File: src/rtl/uart_route_hub_pkg.sv
// uart_hub_pkg: FSM state type and sizing helpers shared by the UART route hub
package uart_hub_pkg;
  typedef enum logic [1:0] {IDLE, GRANT, WAIT, ISSUE} state_e;
  localparam int SRC_W = 4;
  function automatic int ptr_w(input int n);
    return (n > 1) ? $clog2(n) : 1;
  endfunction
  function automatic int inj_src(input int n);
    return n;
  endfunction
endpackage

File: src/rtl/uart_route_hub_byte_fifo.sv
// byte_fifo: synchronous FIFO with extra-MSB wrap pointers; drop pulses when a push is refused
module byte_fifo #(
  parameter int W     = 8,
  parameter int DEPTH = 4
) (
  input  logic         clk,
  input  logic         reset_n,
  input  logic         push,
  input  logic         pop,
  input  logic [W-1:0] wdata,
  output logic [W-1:0] rdata,
  output logic         empty,
  output logic         drop
);
  localparam int AW = $clog2(DEPTH);
  logic [W-1:0] mem_q [DEPTH];
  logic [AW:0] wptr_q, wptr_d, rptr_q, rptr_d;
  logic full, do_push, do_pop;
  always_comb begin
    empty   = rptr_q == wptr_q;
    full    = (rptr_q[AW] != wptr_q[AW]) && (rptr_q[AW-1:0] == wptr_q[AW-1:0]);
    do_pop  = pop && !empty;
    do_push = push && (!full || do_pop);
    drop    = push && !do_push;
    wptr_d  = wptr_q + (AW+1)'(do_push);
    rptr_d  = rptr_q + (AW+1)'(do_pop);
    rdata   = mem_q[rptr_q[AW-1:0]];
  end
  always_ff @(posedge clk or negedge reset_n) begin
    if (!reset_n) begin
      wptr_q <= '0;
      rptr_q <= '0;
    end else begin
      wptr_q <= wptr_d;
      rptr_q <= rptr_d;
    end
  end
  always_ff @(posedge clk) begin
    if (do_push) mem_q[wptr_q[AW-1:0]] <= wdata;
  end
endmodule

File: src/rtl/uart_route_hub.sv
// uart_route_hub: round-robin byte router from UART rx FIFOs and a local inject source to masked uart_tx channels
module uart_route_hub
  import uart_hub_pkg::*;
#(
  parameter int                    N_CH  = 2,
  parameter int                    W     = 8,
  parameter int                    DEPTH = 4,
  parameter logic [N_CH*N_CH-1:0]  ROUTE = 4'b0111,
  parameter int                    GUARD = 2
) (
  input  logic                clk,
  input  logic                reset_n,
  input  logic [N_CH-1:0]     rx_done,
  input  logic [N_CH*W-1:0]   rx_data,
  input  logic                inj_req,
  input  logic [W-1:0]        inj_data,
  input  logic [N_CH-1:0]     tx_busy,
  output logic [N_CH-1:0]     tx_start,
  output logic [N_CH*W-1:0]   tx_data,
  output logic [W-1:0]        last_data,
  output logic [SRC_W-1:0]    last_src,
  output logic                last_valid,
  output logic [N_CH-1:0]     ovf,
  input  logic                ovf_clr
);
  localparam int PW = ptr_w(N_CH);
  localparam int GW = (GUARD > 0) ? $clog2(GUARD + 1) : 1;

  state_e                      state_q, state_d;
  logic [N_CH-1:0]             rx_prev_q, rx_rise, pop, fifo_empty, fifo_drop, guard_nz;
  logic                        inj_prev_q, inj_rise, inj_full_q, inj_full_d, inj_clear;
  logic [W-1:0]                inj_byte_q, inj_byte_d, byte_q, byte_d;
  logic [W-1:0]                fifo_rdata [N_CH];
  logic [PW-1:0]               rr_q, rr_d, sel_q, sel_d, pick, idx;
  logic                        sel_inj_q, sel_inj_d, found, wait_busy;
  logic [N_CH-1:0]             dmask_q, dmask_d, tx_start_q, tx_start_d, ovf_q, ovf_d;
  logic [N_CH*W-1:0]           tx_data_q, tx_data_d;
  logic [W-1:0]                last_data_q, last_data_d;
  logic [SRC_W-1:0]            last_src_q, last_src_d;
  logic                        last_valid_q, last_valid_d;
  logic [N_CH-1:0][GW-1:0]     guard_q, guard_d;
  int                          scan_idx;

  assign rx_rise  = rx_done & ~rx_prev_q;
  assign inj_rise = inj_req & ~inj_prev_q;

  for (genvar i = 0; i < N_CH; i++) begin : g_fifo
    byte_fifo #(.W(W), .DEPTH(DEPTH)) u_fifo (
      .clk    (clk),
      .reset_n(reset_n),
      .push   (rx_rise[i]),
      .pop    (pop[i]),
      .wdata  (rx_data[i*W +: W]),
      .rdata  (fifo_rdata[i]),
      .empty  (fifo_empty[i]),
      .drop   (fifo_drop[i])
    );
    assign guard_nz[i] = |guard_q[i];
  end

  always_comb begin
    found    = 1'b0;
    pick     = '0;
    scan_idx = 0;
    idx      = '0;
    for (int k = 0; k < N_CH; k++) begin
      scan_idx = (int'(rr_q) + k) % N_CH;
      idx      = PW'(scan_idx);
      if (!found && !fifo_empty[idx]) begin
        found = 1'b1;
        pick  = idx;
      end
    end
  end

  assign wait_busy = |(dmask_q & (tx_busy | guard_nz));

  always_comb begin
    state_d      = state_q;
    rr_d         = rr_q;
    sel_d        = sel_q;
    sel_inj_d    = sel_inj_q;
    byte_d       = byte_q;
    dmask_d      = dmask_q;
    tx_start_d   = '0;
    tx_data_d    = tx_data_q;
    last_data_d  = last_data_q;
    last_src_d   = last_src_q;
    last_valid_d = 1'b0;
    pop          = '0;
    inj_clear    = 1'b0;
    for (int j = 0; j < N_CH; j++) guard_d[j] = guard_nz[j] ? guard_q[j] - 1'b1 : '0;
    case (state_q)
      IDLE: begin
        if (inj_full_q || found) state_d = GRANT;
        sel_inj_d = inj_full_q;
        sel_d     = inj_full_q ? sel_q : pick;
      end
      GRANT: begin
        state_d = WAIT;
        if (sel_inj_q) begin
          byte_d    = inj_byte_q;
          dmask_d   = '1;
          inj_clear = 1'b1;
        end else begin
          pop[sel_q] = 1'b1;
          byte_d     = fifo_rdata[sel_q];
          dmask_d    = ROUTE[int'(sel_q)*N_CH +: N_CH];
          rr_d       = (int'(sel_q) == N_CH - 1) ? '0 : sel_q + 1'b1;
        end
      end
      WAIT: begin
        if (!wait_busy) begin
          state_d      = ISSUE;
          tx_start_d   = dmask_q;
          last_data_d  = byte_q;
          last_src_d   = sel_inj_q ? SRC_W'(inj_src(N_CH)) : SRC_W'(sel_q);
          last_valid_d = 1'b1;
          for (int j = 0; j < N_CH; j++) begin
            if (dmask_q[j]) begin
              tx_data_d[j*W +: W] = byte_q;
              guard_d[j]          = GW'(GUARD);
            end
          end
        end
      end
      default: state_d = IDLE;
    endcase
  end

  always_comb begin
    inj_full_d = inj_full_q && !inj_clear;
    inj_byte_d = inj_byte_q;
    if (inj_rise && !inj_full_q) begin
      inj_full_d = 1'b1;
      inj_byte_d = inj_data;
    end
    ovf_d = (ovf_q & ~{N_CH{ovf_clr}}) | fifo_drop;
  end

  always_ff @(posedge clk or negedge reset_n) begin
    if (!reset_n) begin
      state_q      <= IDLE;
      rx_prev_q    <= '0;
      inj_prev_q   <= 1'b0;
      inj_full_q   <= 1'b0;
      inj_byte_q   <= '0;
      rr_q         <= '0;
      sel_q        <= '0;
      sel_inj_q    <= 1'b0;
      byte_q       <= '0;
      dmask_q      <= '0;
      tx_start_q   <= '0;
      tx_data_q    <= '0;
      last_data_q  <= '0;
      last_src_q   <= '0;
      last_valid_q <= 1'b0;
      ovf_q        <= '0;
      guard_q      <= '0;
    end else begin
      state_q      <= state_d;
      rx_prev_q    <= rx_done;
      inj_prev_q   <= inj_req;
      inj_full_q   <= inj_full_d;
      inj_byte_q   <= inj_byte_d;
      rr_q         <= rr_d;
      sel_q        <= sel_d;
      sel_inj_q    <= sel_inj_d;
      byte_q       <= byte_d;
      dmask_q      <= dmask_d;
      tx_start_q   <= tx_start_d;
      tx_data_q    <= tx_data_d;
      last_data_q  <= last_data_d;
      last_src_q   <= last_src_d;
      last_valid_q <= last_valid_d;
      ovf_q        <= ovf_d;
      guard_q      <= guard_d;
    end
  end

  assign tx_start   = tx_start_q;
  assign tx_data    = tx_data_q;
  assign last_data  = last_data_q;
  assign last_src   = last_src_q;
  assign last_valid = last_valid_q;
  assign ovf        = ovf_q;
endmodule

File: config.mk
export PLATFORM = sky130hd
export DESIGN_NAME = uart_route_hub
export DESIGN_NICKNAME = d
export VERILOG_FILES = /design/src/rtl/uart_route_hub_pkg.sv /design/src/rtl/uart_route_hub_byte_fifo.sv /design/src/rtl/uart_route_hub.sv
export SDC_FILE = /design/constraint.sdc
export NUM_CORES = 1
export LEC_CHECK = 0
export ABC_AREA = 1
export BUFFER_PORTS_ARGS = -buffer_cell sky130_fd_sc_hd__buf_2
export CAP_MARGIN = 15
export CORE_MARGIN = 1
export CORE_UTILIZATION = 25
export DETAILED_ROUTE_END_ITERATION = 8
export SLEW_MARGIN = 15
export SYNTH_ARGS = -nofsm -noshare
export SYNTH_HDL_FRONTEND = slang
export SYNTH_HIERARCHICAL = 1
export SYNTH_SLANG_ARGS = --single-unit
File: constraint.sdc
create_clock -name clk -period 2.79 [get_ports clk]
set_input_delay 0.4185 -clock clk [delete_from_list [all_inputs] [get_ports clk]]
set_output_delay 0.4185 -clock clk [all_outputs]
set_load 0.005 [all_outputs]
==> results_dict.tcl, run 1 <==
set metrics [dict create \
    yosysWarnings 6 \
    drtAntennaViolNets 0 \
    whs_ns 0.1164 \
    synth_top_cell_area_share_pct 33.30 \
    yosys.area_share.simple_pct 17.04 \
    slowest_stage "nor2_1" \
    syn-mean-instance-area_sq_um 10.93 \
    setup_tns_ns 0 \
    num_io_pins 65 \
    synth_cells 528 \
    fmax_ghz 0.4279 \
    hp-class "in -> reg" \
    cts-root-buf "clkbuf_16" \
    synthTopCellsByCount "nand2_1 (131), dfrtp_1 (74), nor2_1 (65)" \
    synth_edf_count 64 \
    htreeDepth 4 \
    postCtsHoldBufs 0 \
    synth_cell_types 30 \
    dpl.hpwl_mm 8.911 \
    critical_path_arrival_ns 2.39 \
    ys_seq_elements 138 \
    synth_mux_area_share_pct 0 \
    power.density_mw_per_mm2 1058 \
    nets 640 \
    ir_drop_uv 321.9 \
    post_cts_resized 0 \
    die-area_sq_mm 0.02370 \
    layout_min_cycle_time_ns 2.337 \
    synth_ff_type "dfrtp_1" \
    grt_first_pass_wirelength_mm 19.63 \
    tightest_slew_ns 0.9424 \
    drt_pass1_iterations 4 \
    drv_slew 0 \
    cts.clk_slew.worst_paths_ns 0.06 \
    clkLatencyLatePin_ns 0.42 \
    max_slew_margin_pct 37.17 \
    fp.dieH_um 153.9 \
    num_antenna_cells 0 \
    synth_area_leaders "edfxtp_1 (33%), dfrtp_1 (32%), nand2_1 (8.5%), nor2_1 (4.2%), o21ai_0 (3.1%)" \
    cts_tree "done" \
    worst_path_most_repeated_cell "nor2_1" \
    status "completed" \
    chipWidth_um 153.9 \
    synth_compound_area_share_pct 8.064 \
    finalInstanceArea_sq_mm 0.006865 \
    via_per_inst 4.228 \
    syn-cell-area_sq_mm 0.005772 \
    port_buffers 62 \
    grtUsageTotal_pct 10.98 \
    routedWlPerCell_um 13.61 \
    path_max_fanout 10 \
    fin_crit_sh_pct 83.77 \
    num_rows 55 \
    placedCellCount 862 \
    critical_path.cell_chain "inv_1 -> ha_1 -> inv_2 -> nor2_1 -> nand2_1 -> inv_2 -> nor2_1 -> nand2_2 -> nand2_4 -> nor2_1" \
    setup_viol 0 \
    hold_viol_final 0 \
    dpl-instance-area_sq_mm 0.006310 \
    numClockSinks 138 \
    final_core_util_pct 30.32 \
    async_flop_share_pct 53.62 \
    post_cts_buffers 0 \
    critPathMaxStageDelay_ns 0.53 \
    power.leakage_nw 3.053 \
    cp-end-kind "register" \
    ys_seq_area_share_pct 65.38 \
    cts_buffer_depth 2 \
    layoutNonFillerInstCount 894 \
    synth_top_area_cell "edfxtp_1" \
    overflow 0 \
    initial_core_util_pct 25.49 \
    start_kind "register" \
    synth.most_common_cell "nand2_1" \
    drv_cap 0 \
    vias 3780 \
    yosys.area_share.adder_pct 2.601 \
    synth-xor-area-share_pct 0.9105 \
    grt_max_degree 75 \
    layout-drive-gt1-share_pct 21.18 \
    gp_congestion 0.7869 \
    skew_ns 0.005170 \
    criticalPathCategory "reg -> reg" \
    routed_wl_mm 12.16 \
    grt_pass1_vias 3670 \
    synth_top_family_by_area "simple AND/OR/NAND/NOR gates" \
    rsz0062_at_grt "no" \
    antenna_found_initial 0 \
    cp_data_required_time_ns 2.84 \
    core_sq_mm 0.02264 \
    cts_buffers 17 \
    drc_errors 0 \
    drt_iter0_markers 228 \
    syn_to_final_growth_pct 18.95 \
]
## final timing paths
check	startpoint	to	slack [ns]	cells past startpoint
max in group asynchronous	reset_n	byte_q[4]$_DFFE_PN0P_	2.04	1
min in group asynchronous	reset_n	tx_start[0]$_DFF_PN0_	0.15	1
worst min register to register	guard_q[2]$_DFF_PN0_	guard_q[2]$_DFF_PN0_	0.47	1
worst max-delay path	state_q[1]$_DFFE_PN0P_	g_fifo[0].u_fifo/mem_q[0][4]$_DFFE_PP_	0.45	10
worst min-delay path	rx_done[1]	rx_prev_q[1]$_DFF_PN0_	0.12	1
worst max register to register	state_q[1]$_DFFE_PN0P_	g_fifo[0].u_fifo/mem_q[0][4]$_DFFE_PP_	0.45	10
## cell families after synthesis
kind of cell,count (synthesis)
simple gates,226
xor+xnor,6
buf+inv,63
compound gates,82
fa+ha+maj,12
other cells,1
flops,138
## final cells by class
type / count / area [sq um]
inverters: 48 / 200.2
clock buffers: 17 / 425.4
clock inverters: 15 / 130.1
fillers: 2315 / 15780
well taps: 285 / 356.6
repair buffers: 63 / 320.3
flip-flops and latches: 138 / 3774
multi-input cells: 328 / 1659
## placed cells by master, fill, tap and decap left out, drive strengths merged
master and count:
nand4 2, clkbuf 17, nand2 144, clkinvlp 3, o21ai 46, ha 12, o21bai 2, nor3 1
nand3b 1, conb 2, inv 57, edfxtp 64, xnor2 2, clkinv 3, xor2 4, nor2 72
dfrtp 74, buf 63, o2111ai 8, nand3 5, or2 1, a21oi 10, o22ai 16
## state kept, by name (all words and copies together), names as in the netlist, 4 cells and up
register              cells
tx_data                  16
byte_q                    8
g_fifo.u_fifo/mem_q      64
last_data                 8
inj_byte_q                8
g_fifo.u_fifo/wptr_q      6
guard_q                   4
g_fifo.u_fifo/rptr_q      6
## through the flow
stage / worst slack [ns] / total power [mW]
2_1_floorplan: 0.7818 / 4.627
3_3_place_gp: 0.5389 / 5.199
3_5_place_dp: 0.4352 / 5.238
4_1_cts: 0.4207 / 7.344
5_1_grt: 0.1936 / 7.790
6_report: 0.4528 / 7.265
## power by group
group | switching (mW) | total [mW] | leakage (nW) | internal [mW]
clock | 0.915 | 2.08 | 0.265 | 1.17
combinational | 1.22 | 1.96 | 1.31 | 0.741
sequential | 0.512 | 3.22 | 1.48 | 2.71
total | 2.64 | 7.26 | 3.05 | 4.62
## per-layer routing
layer / up-vias / share of wire [%] / track usage (%)
met2: 102 / 45 / 16.52
met3: 10 / 5.7 / 3.354
met1: 1780 / 48 / 14.68
li1: 1888 / - / -
met5: - / 0 / 0
met4: 0 / 0.92 / 4.381
## worst max-delay path: cells and delay by family (launching register included)
kind | cells | cell delay [ns]
fa+ha+maj | 1 | 0.23
flops | 1 | 0.41
buf+inv | 3 | 0.35
simple gates | 6 | 0.98
Note: power is estimated with default switching activity, not from simulation.
==> run 2: changes to the inputs <==
==> constraint.sdc (replaced) <==
create_clock -name clk -period 2.1 [get_ports clk]
set_input_delay 0.315 -clock clk [delete_from_list [all_inputs] [get_ports clk]]
set_output_delay 0.315 -clock clk [all_outputs]
set_load 0.005 [all_outputs]
==> run 2 against run 1 <==
Maximum frequency grew 20%. Via count grew 0.56%. Global-route usage grew 0.44 points. Combinational power grew 43%. First-iteration DRC count grew 10%.
==> results_dict.tcl, run 2 (synthesis results as in run 1) <==
set metrics [dict create \
    cts-root-buf "clkbuf_16" \
    num_antenna_cells 0 \
    nets 655 \
    worstSetupEndpoint "g_fifo[0].u_fifo/mem_q[1][5]$_DFFE_PP_" \
    numClockSinks 138 \
    drtAntennaViolNets 0 \
    grtUsageTotal_pct 11.42 \
    grt_max_degree 75 \
    setup.worst_path.start "state_q[1]$_DFFE_PN0P_" \
    setup_tns_ns 0 \
    dpl-instance-area_sq_mm 0.006412 \
    overflow 0 \
    routed_wl_mm 12.48 \
    gp_congestion 0.7742 \
    layout-drive-gt1-share_pct 22.92 \
    drt_pass1_iterations 4 \
    status "completed" \
    combinationalPowerShare_pct 28.2 \
    core_sq_mm 0.02264 \
    syn_to_final_growth_pct 21.83 \
    via_per_inst 4.182 \
    finalInstanceArea_sq_mm 0.007032 \
    layout_commonest_cell "nand2_1" \
    fillCellCount 2306 \
    critical_path_arrival_ns 2.08 \
    die-area_sq_mm 0.02370 \
    clkLatencyLatePin_ns 0.44 \
    cts.clk_slew.worst_paths_ns 0.06 \
    dpl.hpwl_mm 8.889 \
    fp.dieH_um 153.9 \
    r2r_cells 11 \
    r2r-start "state_q[1]$_DFFE_PN0P_" \
    num_io_pins 65 \
    regToRegEndpoint "g_fifo[0].u_fifo/mem_q[1][5]$_DFFE_PP_" \
    chipWidth_um 153.9 \
    setup_viol 0 \
    drv_cap 0 \
    cts_buffers 17 \
    grt_pass1_vias 3790 \
    fmax_ghz 0.5114 \
    power.leakage_nw 3.144 \
    p_sw_share_pct 36.29 \
    criticalPathCategory "reg -> reg" \
    final_cell_mix "nand2_1 (131), dfrtp_1 (74), nor2_1 (65)" \
    cts_tree "done" \
    cts_buffer_depth 2 \
    grt_first_pass_wirelength_mm 20.27 \
    layoutNonFillerInstCount 909 \
    hp-class "in -> reg" \
    skew_ns 0.02276 \
    cp_data_required_time_ns 2.23 \
    p_seq_share_pct 42.3 \
    post_cts_buffers 0 \
    regToRegSetupSlack_ns 0.14 \
    largest_reg_flops 64 \
    antenna_found_initial 0 \
    start_kind "register" \
    fin_crit_sh_pct 93.12 \
    routedWlPerCell_um 13.73 \
    layout_min_cycle_time_ns 1.955 \
    p_switching_mw 3.609 \
    path_max_fanout 10 \
    power.total_mw 9.945 \
    drc_errors 0 \
    vias 3801 \
    placedCellCount 874 \
    setup_slack_ns 0.1445 \
    initial_core_util_pct 25.49 \
    place_ws_ns 0.1205 \
    drv_slew 0 \
    hold_viol_final 0 \
    port_buffers 62 \
    drt_iter0_markers 251 \
    clkPwrFrac_pct 29.5 \
    power.density_mw_per_mm2 1414 \
    ir_drop_uv 598.7 \
    htreeDepth 4 \
    cp-end-kind "register" \
    internal-power_mw 6.336 \
    num_rows 55 \
]
==> run 2: cell types whose count changed in the layout (fill, tap and decap cells not counted), sizes merged <==
cell and delta:
buf +12, bufinv +1, clkinv +1, dlygate4sd3 +3
inv -2
==> run 2: how the worst min path moves through the flow <==
| stage | startpoint | end | slack, ns | cells past startpoint |
|---|---|---|---|---|
| final | inj_req | inj_prev_q$_DFF_PN0_ | 0.01 | 1 |
| after global routing | inj_req | inj_prev_q$_DFF_PN0_ | 0.01 | 1 |
| after CTS | inj_req | inj_prev_q$_DFF_PN0_ | 0.01 | 1 |
| after detailed placement | reset_n | tx_data[7]$_DFFE_PN0P_ | 0.37 | 2 |
| after global placement | reset_n | tx_start[0]$_DFF_PN0_ | 0.37 | 2 |
| after floorplan | reset_n | byte_q[0]$_DFFE_PN0P_ | 0.02 | 0 |
==> run 2: repair_timing <==
item                       4_1_cts  5_1_grt
setup endpoints to repair        0       33
hold endpoints to repair        76        0
hold buffers                     3        0
resized for setup                0        2
==> run 2: layout make-up <==
| class | count | area [sq um] | area share (%) |
|---|---|---|---|
| Timing Repair Buffer | 78 | 452.9 | 6.441 |
| Tap cell | 285 | 356.6 | 5.071 |
| Sequential cell | 138 | 3774 | 53.67 |
| Clock inverter | 15 | 158.9 | 2.260 |
| Multi-Input combinational cell | 328 | 1662 | 23.63 |
| Clock buffer | 17 | 425.4 | 6.050 |
| Inverter | 48 | 202.7 | 2.883 |
==> run 2: per-layer routing <==
metal	wire [um]	share of wire, %	track usage, %	up-vias
met2	5840	47	17.77	86
li1	-	-	-	1912
met4	131	1.0	5.286	0
met5	0	0	0	-
met1	5889	47	14.74	1794
met3	616	4.9	3.129	9
==> run 2: power groups by stage <==
stage | registers (mW) | clock network (mW) | logic (mW)
after floorplan | 4.05 | 0 | 2.10
after global placement | 4.24 | 0 | 2.76
after detailed placement | 4.25 | 0 | 2.82
after CTS | 4.20 | 2.98 | 2.84
after global routing | 4.31 | 3.10 | 3.23
final | 4.21 | 2.93 | 2.80
==> run 2: through the flow <==
| stage | hold WS, ns | utilization [%] |
|---|---|---|
| CTS | 0.01120 | 31.04 |
| floorplan | 0.01941 | - |
| global route | 0.01210 | 31.06 |
| global placement | 0.3672 | 28.32 |
| detailed placement | 0.3658 | 28.32 |
| finish | 0.01304 | 31.06 |
==> run 2: worst max-delay path: stages, from the launching register on <==
cell	delay [ns]
dfrtp_1	0.41
inv_1	0.10
ha_2	0.23
inv_2	0.05
nor2_1	0.11
nand2_1	0.11
inv_4	0.11
nor2_1	0.06
nand2_2	0.09
nand2_4	0.07
nor2_1	0.11
buf_4	0.19
